## config.mk

```make
export PLATFORM = sky130hd
export DESIGN_NAME = cc_collision_handler_flat
export DESIGN_NICKNAME = d
export VERILOG_FILES = /design/src/rtl/cc_collision_handler_if.sv /design/src/rtl/cc_collision_handler.sv /design/src/flat_wrapper.sv
export SDC_FILE = /design/constraint.sdc
export NUM_CORES = 1
export LEC_CHECK = 0
export ABC_AREA = 1
export BUFFER_PORTS_ARGS = -buffer_cell sky130_fd_sc_hd__buf_2
export CAP_MARGIN = 30
export CORE_MARGIN = 2
export CORE_UTILIZATION = 30
export CTS_CLUSTER_SIZE = 8
export DETAILED_ROUTE_END_ITERATION = 7
export PLACE_DENSITY = 0.56
export SLEW_MARGIN = 20
export SYNTH_ARGS = -nofsm -noshare
export SYNTH_HDL_FRONTEND = slang
export SYNTH_SLANG_ARGS = --single-unit
```

## constraint.sdc

```tcl
create_clock -name CC_COLLISION_HANDLER_CLOCK_50 -period 1.3 [get_ports CC_COLLISION_HANDLER_CLOCK_50]
set_clock_uncertainty 0.2 [all_clocks]
set_input_delay 0.065 -clock CC_COLLISION_HANDLER_CLOCK_50 [delete_from_list [all_inputs] [get_ports CC_COLLISION_HANDLER_CLOCK_50]]
set_output_delay 0.065 -clock CC_COLLISION_HANDLER_CLOCK_50 [all_outputs]
set_load 0.005 [all_outputs]
```

## src/rtl/cc_collision_handler_if.sv

```systemverilog
// rtl/cc_collision_handler_if.sv - comparator/handler bus: lose flag, row data, tick/restart in; row, lives, controls out.
// Score_OutBus exists only when CC_COLLISION_HANDLER_SCORE_EN is defined.
interface cc_collision_handler_if #(
  parameter int DATAWIDTH  = 8,
  parameter int LIVESWIDTH = 2,
  parameter int SCOREWIDTH = 8
);
  logic                  PlayerLose_InLow;
  logic [DATAWIDTH-1:0]  RowData_InBus;
  logic                  Tick_InHigh;
  logic                  Restart_InHigh;
  logic [DATAWIDTH-1:0]  RowData_OutBus;
  logic [LIVESWIDTH-1:0] Lives_OutBus;
  logic                  Freeze_OutHigh;
  logic                  Respawn_OutHigh;
  logic                  GameOver_OutHigh;
`ifdef CC_COLLISION_HANDLER_SCORE_EN
  logic [SCOREWIDTH-1:0] Score_OutBus;
`endif

  modport master (
    output PlayerLose_InLow, RowData_InBus, Tick_InHigh, Restart_InHigh,
    input  RowData_OutBus, Lives_OutBus, Freeze_OutHigh, Respawn_OutHigh, GameOver_OutHigh
`ifdef CC_COLLISION_HANDLER_SCORE_EN
    , input Score_OutBus
`endif
  );

  modport slave (
    input  PlayerLose_InLow, RowData_InBus, Tick_InHigh, Restart_InHigh,
    output RowData_OutBus, Lives_OutBus, Freeze_OutHigh, Respawn_OutHigh, GameOver_OutHigh
`ifdef CC_COLLISION_HANDLER_SCORE_EN
    , output Score_OutBus
`endif
  );
endinterface

```

## src/rtl/cc_collision_handler.sv

```systemverilog
// rtl/cc_collision_handler.sv - lives/game-over FSM with blinking hit row, respawn pulse and freeze control.
// Optional score counter enabled by CC_COLLISION_HANDLER_SCORE_EN.
module cc_collision_handler #(
  parameter int DATAWIDTH   = 8,
  parameter int LIVES_INIT  = 3,
  parameter int LIVESWIDTH  = 2,
  parameter int BLINK_TICKS = 6,
  parameter int BLINKWIDTH  = 3,
  parameter int SCOREWIDTH  = 8
) (
  input logic                    CC_COLLISION_HANDLER_CLOCK_50,
  input logic                    CC_COLLISION_HANDLER_RESET_InLow,
  cc_collision_handler_if.slave  bus
);
  typedef enum logic [1:0] {
    S_PLAY     = 2'd0,
    S_HIT      = 2'd1,
    S_RESPAWN  = 2'd2,
    S_GAMEOVER = 2'd3
  } state_t;

  localparam logic [LIVESWIDTH-1:0] LIVES_RST  = LIVESWIDTH'(LIVES_INIT);
  localparam logic [BLINKWIDTH-1:0] BLINK_LAST = BLINKWIDTH'(BLINK_TICKS - 1);

  state_t                r_state,   w_state_nxt;
  logic [DATAWIDTH-1:0]  r_row,     w_row_nxt;
  logic [DATAWIDTH-1:0]  r_held,    w_held_nxt;
  logic [LIVESWIDTH-1:0] r_lives,   w_lives_nxt;
  logic [BLINKWIDTH-1:0] r_blink,   w_blink_nxt;
  logic                  r_freeze,  w_freeze_nxt;
  logic                  r_respawn, w_respawn_nxt;
  logic                  r_gameover, w_gameover_nxt;
`ifdef CC_COLLISION_HANDLER_SCORE_EN
  logic [SCOREWIDTH-1:0] r_score,   w_score_nxt;
`endif

  always_ff @(posedge CC_COLLISION_HANDLER_CLOCK_50 or negedge CC_COLLISION_HANDLER_RESET_InLow) begin
    if (!CC_COLLISION_HANDLER_RESET_InLow) begin
      r_state    <= S_PLAY;
      r_row      <= '0;
      r_held     <= '0;
      r_lives    <= LIVES_RST;
      r_blink    <= '0;
      r_freeze   <= 1'b0;
      r_respawn  <= 1'b0;
      r_gameover <= 1'b0;
`ifdef CC_COLLISION_HANDLER_SCORE_EN
      r_score    <= '0;
`endif
    end else begin
      r_state    <= w_state_nxt;
      r_row      <= w_row_nxt;
      r_held     <= w_held_nxt;
      r_lives    <= w_lives_nxt;
      r_blink    <= w_blink_nxt;
      r_freeze   <= w_freeze_nxt;
      r_respawn  <= w_respawn_nxt;
      r_gameover <= w_gameover_nxt;
`ifdef CC_COLLISION_HANDLER_SCORE_EN
      r_score    <= w_score_nxt;
`endif
    end
  end

  always_comb begin
    w_state_nxt    = r_state;
    w_row_nxt      = r_row;
    w_held_nxt     = r_held;
    w_lives_nxt    = r_lives;
    w_blink_nxt    = r_blink;
    w_freeze_nxt   = r_freeze;
    w_respawn_nxt  = r_respawn;
    w_gameover_nxt = r_gameover;
    case (r_state)
      S_PLAY: begin
        if (!bus.PlayerLose_InLow) begin
          // Comparator zeroes the row on a hit, so show the last clean one.
          w_state_nxt  = S_HIT;
          w_lives_nxt  = (r_lives == '0) ? '0 : r_lives - LIVESWIDTH'(1);
          w_freeze_nxt = 1'b1;
          w_row_nxt    = r_held;
          w_blink_nxt  = '0;
        end else begin
          w_row_nxt  = bus.RowData_InBus;
          w_held_nxt = bus.RowData_InBus;
        end
      end
      S_HIT: begin
        if (bus.Tick_InHigh) begin
          w_blink_nxt = r_blink + BLINKWIDTH'(1);
          w_row_nxt   = r_blink[0] ? r_held : '0;
          if (r_blink == BLINK_LAST) begin
            if (r_lives == '0) begin
              w_state_nxt    = S_GAMEOVER;
              w_gameover_nxt = 1'b1;
              w_row_nxt      = '1;
            end else begin
              w_state_nxt   = S_RESPAWN;
              w_respawn_nxt = 1'b1;
            end
          end
        end
      end
      S_RESPAWN: begin
        w_state_nxt   = S_PLAY;
        w_respawn_nxt = 1'b0;
        w_freeze_nxt  = 1'b0;
      end
      S_GAMEOVER: begin
        if (bus.Restart_InHigh) begin
          w_state_nxt    = S_RESPAWN;
          w_lives_nxt    = LIVES_RST;
          w_gameover_nxt = 1'b0;
          w_respawn_nxt  = 1'b1;
        end
      end
      default: w_state_nxt = S_PLAY;
    endcase
  end

`ifdef CC_COLLISION_HANDLER_SCORE_EN
  always_comb begin
    w_score_nxt = r_score;
    if (r_state == S_PLAY && bus.PlayerLose_InLow && bus.Tick_InHigh && r_score != '1)
      w_score_nxt = r_score + SCOREWIDTH'(1);
    else if (r_state == S_GAMEOVER && bus.Restart_InHigh)
      w_score_nxt = '0;
  end
  assign bus.Score_OutBus = r_score;
`endif

  assign bus.RowData_OutBus   = r_row;
  assign bus.Lives_OutBus     = r_lives;
  assign bus.Freeze_OutHigh   = r_freeze;
  assign bus.Respawn_OutHigh  = r_respawn;
  assign bus.GameOver_OutHigh = r_gameover;
endmodule

```

## src/flat_wrapper.sv

```systemverilog
// flat-port wrapper written by rule: the top's interface ports become plain ports
module cc_collision_handler_flat 
#(
  parameter int DATAWIDTH   = 8,
  parameter int LIVES_INIT  = 3,
  parameter int LIVESWIDTH  = 2,
  parameter int BLINK_TICKS = 6,
  parameter int BLINKWIDTH  = 3,
  parameter int SCOREWIDTH  = 8
)
  (CC_COLLISION_HANDLER_CLOCK_50, CC_COLLISION_HANDLER_RESET_InLow, bus_PlayerLose_InLow, bus_RowData_InBus, bus_Tick_InHigh, bus_Restart_InHigh, bus_RowData_OutBus, bus_Lives_OutBus, bus_Freeze_OutHigh, bus_Respawn_OutHigh, bus_GameOver_OutHigh);
  cc_collision_handler_if #(.DATAWIDTH(DATAWIDTH), .LIVESWIDTH(LIVESWIDTH), .SCOREWIDTH(SCOREWIDTH)) bus_i ();
  input logic CC_COLLISION_HANDLER_CLOCK_50;
  input logic CC_COLLISION_HANDLER_RESET_InLow;
  input wire logic [$bits(bus_i.PlayerLose_InLow)-1:0] bus_PlayerLose_InLow;
  input wire logic [$bits(bus_i.RowData_InBus)-1:0] bus_RowData_InBus;
  input wire logic [$bits(bus_i.Tick_InHigh)-1:0] bus_Tick_InHigh;
  input wire logic [$bits(bus_i.Restart_InHigh)-1:0] bus_Restart_InHigh;
  output wire logic [$bits(bus_i.RowData_OutBus)-1:0] bus_RowData_OutBus;
  output wire logic [$bits(bus_i.Lives_OutBus)-1:0] bus_Lives_OutBus;
  output wire logic [$bits(bus_i.Freeze_OutHigh)-1:0] bus_Freeze_OutHigh;
  output wire logic [$bits(bus_i.Respawn_OutHigh)-1:0] bus_Respawn_OutHigh;
  output wire logic [$bits(bus_i.GameOver_OutHigh)-1:0] bus_GameOver_OutHigh;
  assign bus_i.PlayerLose_InLow = bus_PlayerLose_InLow;
  assign bus_i.RowData_InBus = bus_RowData_InBus;
  assign bus_i.Tick_InHigh = bus_Tick_InHigh;
  assign bus_i.Restart_InHigh = bus_Restart_InHigh;
  assign bus_RowData_OutBus = bus_i.RowData_OutBus;
  assign bus_Lives_OutBus = bus_i.Lives_OutBus;
  assign bus_Freeze_OutHigh = bus_i.Freeze_OutHigh;
  assign bus_Respawn_OutHigh = bus_i.Respawn_OutHigh;
  assign bus_GameOver_OutHigh = bus_i.GameOver_OutHigh;
  cc_collision_handler #(.DATAWIDTH(DATAWIDTH), .LIVES_INIT(LIVES_INIT), .LIVESWIDTH(LIVESWIDTH), .BLINK_TICKS(BLINK_TICKS), .BLINKWIDTH(BLINKWIDTH), .SCOREWIDTH(SCOREWIDTH)) u_core (.CC_COLLISION_HANDLER_CLOCK_50(CC_COLLISION_HANDLER_CLOCK_50), .CC_COLLISION_HANDLER_RESET_InLow(CC_COLLISION_HANDLER_RESET_InLow), .bus(bus_i));
endmodule
```

==> summary.md <==
| Metric | Value |
|---|---|
| Outcome | `complete, but fails checks` |
| Failing checks | `negative setup slack` |
| Die Area | `between 5000 and 6000 um^2` |
| Routed vias | `1404` |
| Top cell type's share of synthesized area | `0.4465` |
| Share of cells above drive strength 1 | `0.4776` |
| Startpoint types | `flop` |
| Hold violation count in the final report | `0` |
| Largest area contributor in the netlist | `dfrtp_1` |
| HPWL after DPL | `2436 um` |
| Final Setup Violations | `20` |
| Gate Count Post-Synth | `about 180` |
| Worst-path fanout max | `5` |
| Unique masters post-synth | `19` |
| Total grt overflow | `0` |
| Mean Syn Cell Area | `7.350 um^2` |
| Seq cells post-synth | `26` |
| Synth Warn # | `0` |
| Initial antenna violation count | `0` |
| Clock transition at path regs | `around 90 ps` |
| Measured slew at the worst slew-check pin | `414.8 ps` |
| Row cnt | `24` |
| Cts bufs inserted | `3` |
| Pwr Density | `2356 nW/um^2` |
| Max cap viols | `0` |
| Placed insts | `275` |
| Final slew viol count | `0` |
| Syn Nets | `roughly 200` |
| Most frequent cells in the layout | `nand2_1, buf_2, dfrtp_1` |
| Core area | `4324 um^2` |
| Unrepaired setup endpoints after global routing | `true` |
| IO Pins | `26` |
| DR WL/cell | `12.76 um` |
| Final nets | `261` |
| P&R area growth vs syn | `64.09%` |
| DP Area | `1697 um^2` |
| Crit path DAT | `between 1000 and 1500 ps` |
| Largest net degree at the start of global routing | `15` |
| 1st-pass router iterations | `4` |
| Drt drc | `0` |
| DIE WIDTH | `a little over 70 um` |
| Non-Filler Instances | `just under 300` |
| Peak supply drop | `784.0 uV` |
| GPL Wtd Cong | `0.7478` |
| F_max | `708.8 MHz` |
| Crit share post-route | `1.085` |
| Chip height | `a little over 70 um` |
| GRT Util Overall | `0.1550` |
| H-tree Lvls | `1` |
| Min-delay worst type | `in2async` |
| Most common cell after layout, fill and taps aside | `nand2_1` |
| Clock latency on the worst-skew pair | `280 ps` |
| Synth top area cells | `dfrtp_1, nand2_1, nand3_1, o21ai_0, inv_1` |
| Clock buffer depth | `2` |
| Root Driver | `clkbuf_8` |
| CP Capture Type | `flop` |
| Mapped cell area | `1345 um^2` |
| Initial DRC count | `29` |
| Setup slack at placement | `-92.40 ps` |
| Register area share after synthesis | `0.4856` |
| Vias in the first global route | `1376` |
| Post-route setup slack | `-110.9 ps` |
| CP Class | `reg2reg` |
| Ant diodes | `0` |
| Antenna Nets Post-Route | `0` |
| Final instance area | `2207 um^2` |
| CP required | `1320 ps` |
| CTS tree | `done` |
| Port Buffer Count | `25` |
| Via density | `4.727` |
| Min Hold Slack | `20.27 ps` |
| Clock sinks | `26` |
| Relative slew slack | `0.7232` |
| Initial Utilization | `0.3111` |
| Final wirelength | `3789 um` |
| First-pass GRT wire length | `6147 um` |
| Min Clock Period, post-route | `1411 ps` |
| Lkg Pwr | `roughly 0.0011 uW` |
## cell usage after synthesis
cell type and count:
nand2_1 78, dfrtp_1 24, nand3_1 23, inv_1 18
o21ai_0 17, nor2_1 5, buf_4 2, dfstp_2 2
ha_1 2, inv_2 2, o21bai_1 2, buf_1 1
buf_2 1, nand2_2 1, nand2_4 1, nand4_1 1
nor2_2 1, o21ai_1 1, or2_2 1
## stage by stage
| step | utilization | TNS [ps] | power (uW) |
|---|---|---|---|
| 2_1_floorplan | - | 0 | 2834 |
| 3_3_place_gp | 0.3924 | -699.4 | 3569 |
| 3_5_place_dp | 0.3924 | -1248 | 3603 |
| 4_1_cts | 0.4589 | -692.8 | 4508 |
| 5_1_grt | 0.5104 | -2667 | 5662 |
| 6_report | 0.5104 | -1112 | 5200 |
## logic make-up (layout without fill, tap and decap cells)
kind of cell / after synthesis / in the layout / share of synthesized area
and+or+nand+nor: 111 / 112 / 0.3442
adders and majority gates: 2 / 2 / 0.01860
DFF: 26 / 26 / 0.4856
buffers and inverters: 24 / 85 / 0.07348
AOI/OAI and AO/OA: 20 / 20 / 0.07813
## critical path, cell delays in order (launching register included)
cell     delay (ps)
dfrtp_1         420
inv_2           100
ha_4            160
nand2_2          70
inv_4           110
nand2_8          70
nand3_2          70
nand3_1          80
nand2_1          70
## final cells by class
class | instances | area, um^2
clock buffer | 4 | 55.05
fill | 416 | 2117
inverter | 20 | 85.08
multi-input combinational | 134 | 843.3
sequential | 26 | 655.6
tap | 52 | 65.06
timing repair buffer | 61 | 503.0
## where the power goes
group	internal, uW	total [uW]	switching (uW)
clock	271	534	263
sequential	1220	1580	360
combinational	1460	3090	1620
total	2950	5200	2250
## metal layers
metal | part of all wire | track usage | vias to the layer above
met5 | 0 | 0 | -
met4 | 0.029 | 0.07757 | 0
met3 | 0.038 | 0.01994 | 11
met2 | 0.50 | 0.2586 | 31
met1 | 0.43 | 0.1977 | 654
li1 | - | - | 708
## sequential cells by signal (all words and copies together) (netlist names)
signal	flops
u_core.r_blink	3
u_core.bus.Lives_OutBus	2
u_core.r_held	8
u_core.bus.Freeze_OutHigh	1
u_core.bus.GameOver_OutHigh	1
u_core.r_state	2
u_core.bus.RowData_OutBus	8
u_core.bus.Respawn_OutHigh	1
## path summary, 6_finish.rpt
check	start	endpoint	slack, ps	cells past startpoint
min in group CC_COLLISION_HANDLER_CLOCK_50	bus_PlayerLose_InLow	u_core.bus.RowData_OutBus[5]$_DFFE_PN0P_	30	5
worst max-delay path	u_core.r_blink[1]$_DFFE_PN0P_	u_core.bus.RowData_OutBus[6]$_DFFE_PN0P_	-110	8
worst min-delay path	CC_COLLISION_HANDLER_RESET_InLow	u_core.bus.Freeze_OutHigh$_DFFE_PN0P_	20	2
worst min register to register	u_core.bus.RowData_OutBus[3]$_DFFE_PN0P_	u_core.bus.RowData_OutBus[3]$_DFFE_PN0P_	270	2
max in group asynchronous	CC_COLLISION_HANDLER_RESET_InLow	u_core.bus.Lives_OutBus[1]$_DFFE_PN1P_	410	3
worst max register to register	u_core.r_blink[1]$_DFFE_PN0P_	u_core.bus.RowData_OutBus[6]$_DFFE_PN0P_	-110	8
## timing repair
action,in CTS,in global routing
cloned,1,0
setup endpoints to repair,27,28
pin swaps,7,15
setup buffers,3,3
hold buffers,11,0
resized for setup,31,60
hold endpoints to repair,46,0
(Power assumes the default switching activity.)
